**src/rtl/seg7_pkg.sv**
```systemverilog
// Shared constants for the 7-segment scanner: segment codes and scan FSM encoding.
package seg7_pkg;

  localparam logic [6:0] SEG_BLANK = 7'h7F;

  // Active-low patterns, bit 6 = g .. bit 0 = a; entry d is the code for digit d.
  localparam logic [9:0][6:0] SEG_TABLE = {
    7'b0010000,  // 9
    7'b0000000,  // 8
    7'b1111000,  // 7
    7'b0000010,  // 6
    7'b0010010,  // 5
    7'b0011001,  // 4
    7'b0110000,  // 3
    7'b0100100,  // 2
    7'b1111001,  // 1
    7'b1000000   // 0
  };

  typedef enum logic {
    ST_DARK = 1'b0,
    ST_ON   = 1'b1
  } scan_state_t;

endpackage

```
**src/rtl/seg7_dec.sv**
```systemverilog
// BCD to active-low 7-segment decoder; codes 10..15 come out fully dark.
module seg7_dec
  import seg7_pkg::*;
(
  input  logic [3:0] bcd,
  output logic [6:0] seg
);

  always_comb begin
    seg = SEG_BLANK;
    if (bcd <= 4'd9) seg = SEG_TABLE[bcd];
  end

endmodule

```
**src/rtl/seg7_scan.sv**
```systemverilog
// Multiplexed 7-segment scanner with a dark guard gap between digits and
// frame-synchronous double-buffered display data.
//
//   state   | meaning
//   --------+-----------------------------------------------------
//   ST_DARK | all digits off for GUARD clocks before the next digit
//   ST_ON   | digit idx driven for DIV clocks
module seg7_scan
  import seg7_pkg::*;
#(
  parameter int N_DIG = 4,
  parameter int DIV   = 50000,
  parameter int GUARD = 500
) (
  input  logic               iCLK,
  input  logic               iRST_N,
  input  logic               iLOAD,
  input  logic [4*N_DIG-1:0] iDATA,
  input  logic               iBLANK_LZ,
  output logic [6:0]         oSEG,
  output logic [N_DIG-1:0]   oDIG_N,
  output logic               oFRAME
);

  localparam int CNT_MAX = (DIV > GUARD) ? DIV : GUARD;
  localparam int CNT_W   = (CNT_MAX > 1) ? $clog2(CNT_MAX) : 1;
  localparam int IDX_W   = (N_DIG > 1) ? $clog2(N_DIG) : 1;

  localparam logic [CNT_W-1:0] GUARD_TC = CNT_W'(GUARD - 1);
  localparam logic [CNT_W-1:0] DIV_TC   = CNT_W'(DIV - 1);
  localparam logic [IDX_W-1:0] IDX_LAST = IDX_W'(N_DIG - 1);

  scan_state_t        state, state_nxt;
  logic [CNT_W-1:0]   cnt, cnt_nxt;
  logic [IDX_W-1:0]   idx, idx_nxt;
  logic               wrap;
  logic               enter_on, enter_dark;

  logic [4*N_DIG-1:0] shadow, active;
  logic               pending;

  logic [3:0]         digit_cur;
  logic               upper_zero, lz_blank;
  logic [6:0]         seg_dec;

  always_ff @(posedge iCLK or negedge iRST_N) begin
    if (!iRST_N) begin
      state <= ST_DARK;
      cnt   <= '0;
      idx   <= '0;
    end else begin
      state <= state_nxt;
      cnt   <= cnt_nxt;
      idx   <= idx_nxt;
    end
  end

  always_comb begin
    state_nxt = state;
    cnt_nxt   = cnt + 1'b1;
    idx_nxt   = idx;
    wrap      = 1'b0;
    case (state)
      ST_DARK: begin
        if (cnt == GUARD_TC) begin
          state_nxt = ST_ON;
          cnt_nxt   = '0;
        end
      end
      ST_ON: begin
        if (cnt == DIV_TC) begin
          state_nxt = ST_DARK;
          cnt_nxt   = '0;
          if (idx == IDX_LAST) begin
            idx_nxt = '0;
            wrap    = 1'b1;
          end else begin
            idx_nxt = idx + 1'b1;
          end
        end
      end
    endcase
  end

  assign enter_on   = (state == ST_DARK) && (state_nxt == ST_ON);
  assign enter_dark = (state == ST_ON) && (state_nxt == ST_DARK);

  // A digit is a leading zero when it and every more significant digit are 0.
  always_comb begin
    digit_cur  = '0;
    upper_zero = 1'b1;
    for (int k = 0; k < N_DIG; k++) begin
      if (IDX_W'(k) == idx) digit_cur = active[4*k +: 4];
      if ((k >= int'(idx)) && (active[4*k +: 4] != 4'd0)) upper_zero = 1'b0;
    end
    lz_blank = iBLANK_LZ && (idx != '0) && upper_zero;
  end

  seg7_dec u_dec (
    .bcd (digit_cur),
    .seg (seg_dec)
  );

  always_ff @(posedge iCLK or negedge iRST_N) begin
    if (!iRST_N) begin
      oSEG   <= SEG_BLANK;
      oDIG_N <= '1;
      oFRAME <= 1'b0;
    end else begin
      oFRAME <= wrap;
      if (enter_on) begin
        oSEG   <= lz_blank ? SEG_BLANK : seg_dec;
        oDIG_N <= ~(N_DIG'(1) << idx);
      end else if (enter_dark) begin
        oSEG   <= SEG_BLANK;
        oDIG_N <= '1;
      end
    end
  end

  // Active only moves at the frame wrap; a load on that same edge stays pending.
  always_ff @(posedge iCLK or negedge iRST_N) begin
    if (!iRST_N) begin
      shadow  <= '0;
      active  <= '0;
      pending <= 1'b0;
    end else begin
      if (iLOAD) shadow <= iDATA;
      if (wrap && pending) active <= shadow;
      if (iLOAD) pending <= 1'b1;
      else if (wrap) pending <= 1'b0;
    end
  end

endmodule

```
**config.mk**
```make
export PLATFORM = sky130hd
export DESIGN_NAME = seg7_scan
export DESIGN_NICKNAME = d
export VERILOG_FILES = /design/src/rtl/seg7_pkg.sv /design/src/rtl/seg7_dec.sv /design/src/rtl/seg7_scan.sv
export SDC_FILE = /design/constraint.sdc
export NUM_CORES = 1
export LEC_CHECK = 0
export ABC_CLOCK_PERIOD_IN_PS = 2950
export BUFFER_PORTS_ARGS = -buffer_cell sky130_fd_sc_hd__buf_2
export CAP_MARGIN = 20
export CORE_UTILIZATION = 61
export CTS_BUF_LIST = sky130_fd_sc_hd__clkbuf_8
export DETAILED_ROUTE_END_ITERATION = 8
export GPL_ROUTABILITY_DRIVEN = 0
export GPL_TIMING_DRIVEN = 0
export PLACE_DENSITY_LB_ADDON = 0.15
export SYNTH_ARGS = -nofsm -noshare
export SYNTH_HDL_FRONTEND = slang
export SYNTH_SLANG_ARGS = --single-unit
```
**constraint.sdc**
```tcl
create_clock -name iCLK -period 2.95 [get_ports iCLK]
set_input_delay 0.59 -clock iCLK [delete_from_list [all_inputs] [get_ports iCLK]]
set_output_delay 0.59 -clock iCLK [all_outputs]
set_load 0.01 [all_outputs]
```
==> flow_summary.json <==
{
  "status": "completed",
  "ant_nets": 0,
  "synth_most_common_cell": "dfrtp_1",
  "syn_area_um2": 3040,
  "powerDensity_nw_per_um2": 473,
  "p_int_w": 0.00126,
  "cp_data_required_time_ps": 3180,
  "slowest_delay_ps": 540,
  "drv_cap": 0,
  "setup_viol": 0,
  "routedWlPerCell_um": 15.1,
  "ys_ff_latch": 64,
  "grt_pass1_vias": 2039,
  "yosysWarnings": 0,
  "crit_chain": "or4_4, or4_4, or4_4, buf_6, buf_12, mux2_4",
  "synth_cells": 257,
  "core_um2": 4750,
  "grt_usage_pct": 24.6,
  "die_area_um2": 5260,
  "startpoint_type": "flop",
  "yosys.area.top_type": "dfrtp_1",
  "yosysSeqAreaShare_pct": 53.2,
  "synth-async-reset-ratio_pct": 100,
  "drive_gt1_share_pct": 33.1,
  "final_nets": 329,
  "grt_max_degree": 43,
  "synth.avg_cell_area_um2": 11.8,
  "cts_buffer_depth": 2,
  "critPathSlowestCell": "or4_4",
  "switching_share_pct": 23.4,
  "clock_latency_ps": 340,
  "viasPerCell": 5.47,
  "ys.flop_type": "dfrtp_1",
  "initial_core_util_pct": 63.9,
  "synthToLayoutAreaGrowth_pct": 14.7,
  "totalWireLength_um": 5630,
  "cts_max_level": 3,
  "holdCritPathClass": "in -> async",
  "grt_pass1_wl_um": 9470,
  "synth_area_leaders": "dfrtp_1, dfstp_2, mux2_2",
  "clock-sinks": 64,
  "fp-row-count": 25,
  "relSlewSlack_pct": 61.3,
  "path_clk_slew_ps": 70,
  "clockRootBuffer": "clkbuf_8",
  "rsz0062_at_grt": "no",
  "tritoncts": "yes",
  "cts_buffers": 9,
  "num_vias": 2035,
  "fin_worst_skew_ps": 7.03,
  "timing.fmax_mhz": 374,
  "min_period_over_period_pct": 90.6,
  "p_sw_w": 0.000386,
  "die_h_um": 72.6,
  "antenna_found_initial": 0,
  "ir_drop_mv": 0.395,
  "worstPathArrival_ps": 2900,
  "yosys.area.top_type_share_pct": 43.7,
  "first_iter_violations": 132,
  "path_class": "reg -> reg",
  "dp_hpwl_um": 3930,
  "place_ws_ps": 171,
  "setup_slack_ps": 277,
  "crit_fanout": 10,
  "n_antenna_cell": 0,
  "route.detailed.drc": 0,
  "finalHoldViolCount": 0,
  "crit_top_cell": "or4_4",
  "end_kind": "flop",
  "combPwrFrac_pct": 3.7,
  "synth_nets": 286,
  "first_pass_iters": 4,
  "synth_cell_types": 39,
  "tightest_slew_ps": 580,
  "utilization_pct": 73.3,
  "synth-edff-count": 0,
  "die_x_um": 72.6,
  "p_seq_share_pct": 55.4,
  "pwr-share-clk_pct": 41.0,
  "ys_top_cells_by_count": "dfrtp_1, nor2_1, mux2_2",
  "period_needed_ps": 2670,
  "slew_violations": 0,
  "ios": 32,
  "io_buffers": 30,
  "finalSetupTns_ps": 0,
  "cts_setup_buffers": 0,
  "grt_overflow": 0,
  "p_leak_nw": 1.67
}
## critical path, delay by kind of cell, from the launching register on
family | cells | cell delay, ps
simple gates | 3 | 1510
mux | 1 | 300
buf+inv | 2 | 310
flops | 1 | 440
## area by class of cell
cell class / instances / area (um^2)
Clock buffer: 10 / 138
Fill cell: 357 / 1270
Clock inverter: 6 / 45.0
Multi-Input combinational cell: 171 / 1320
Timing Repair Buffer: 32 / 175
Inverter: 12 / 45.0
Tap cell: 67 / 83.8
Buffer: 10 / 61.3
Sequential cell: 64 / 1620
## metal layers
layer | up-vias | track usage (%) | routed length [um]
met5 | - | 0 | 0
met4 | 0 | 8.71 | 88
met3 | 9 | 9.17 | 237
met2 | 37 | 38.9 | 2750
met1 | 1001 | 31.1 | 2560
li1 | 988 | - | -
## power by group through the flow
| stage | clock (W) | combinational (W) | sequential, W |
|---|---|---|---|
| global placement | 0 | 0.0000568 | 0.000927 |
| detailed placement | 0 | 0.0000621 | 0.000928 |
| global route | 0.000726 | 0.0000685 | 0.000914 |
| floorplan | 0 | 0.0000273 | 0.000924 |
| CTS | 0.000690 | 0.0000627 | 0.000912 |
| finish | 0.000674 | 0.0000606 | 0.000912 |
## what timing repair did
item / CTS / global route
endpoints found under the hold margin: 0 / 0
resized for setup: 0 / 1
endpoints found under the setup margin: 0 / 2
hold buffers: 0 / 0
## registers in the layout (all words and copies together) (netlist names)
register / cells
oFRAME: 1
active: 16
shadow: 16
idx: 2
oSEG: 7
cnt: 16
oDIG_N: 4
state: 1
pending: 1
## cell families after synthesis
kind of cell | count (synthesis) | share of synthesized area, %
buffers and inverters | 22 | 3.50
muxes | 33 | 13.5
AOI/OAI and AO/OA | 34 | 7.05
and+or+nand+nor | 81 | 15.0
DFF | 64 | 53.2
xor gates and xnor gates | 14 | 4.04
adders and majority gates | 9 | 3.71
## final timing paths
check	startpoint	depth (start not counted)	slack (ps)	endpoint
setup / recovery	cnt[10]$_DFF_PN0_	6	280	active[8]$_DFFE_PN0P_
hold / removal	iRST_N	1	220	idx[0]$_DFFE_PN0P_
setup reg to reg	cnt[10]$_DFF_PN0_	6	280	active[8]$_DFFE_PN0P_
hold reg to reg	cnt[0]$_DFF_PN0_	1	460	cnt[0]$_DFF_PN0_
max in group asynchronous	iRST_N	2	2080	oDIG_N[0]$_DFFE_PN1P_
min in group iCLK	cnt[0]$_DFF_PN0_	1	460	cnt[0]$_DFF_PN0_
## cell usage in the layout (no fill, tap or decap), drive strengths merged, types with 2 or more instances in the layout
master	Yosys	final
ha	9	9
inv	12	12
a21oi	15	15
and3	5	5
dfrtp	53	53
or4	3	3
clkinv	0	6
nor2b	6	6
mux2	33	33
buf	3	34
nor3b	5	5
a211o	3	3
nand3	8	8
a211oi	5	5
nor4	6	6
xnor2	7	7
clkbuf	7	18
o21ai	4	4
dfstp	11	11
a21o	2	2
nand2	4	4
nand3b	4	4
xor2	7	7
nand4	4	4
nor2	30	30
## per-stage QoR
step                      instances  hold slack, ps  total power [W]  cell area (um^2)
after floorplan                 257             294         0.000951              3040
after global placement          354             443         0.000984              3270
after detailed placement        355             452         0.000990              3290
after CTS                       371             221          0.00166              3470
after global routing            372             234          0.00171              3480
final                           372             217          0.00165              3480
(Power assumes the default switching activity.)
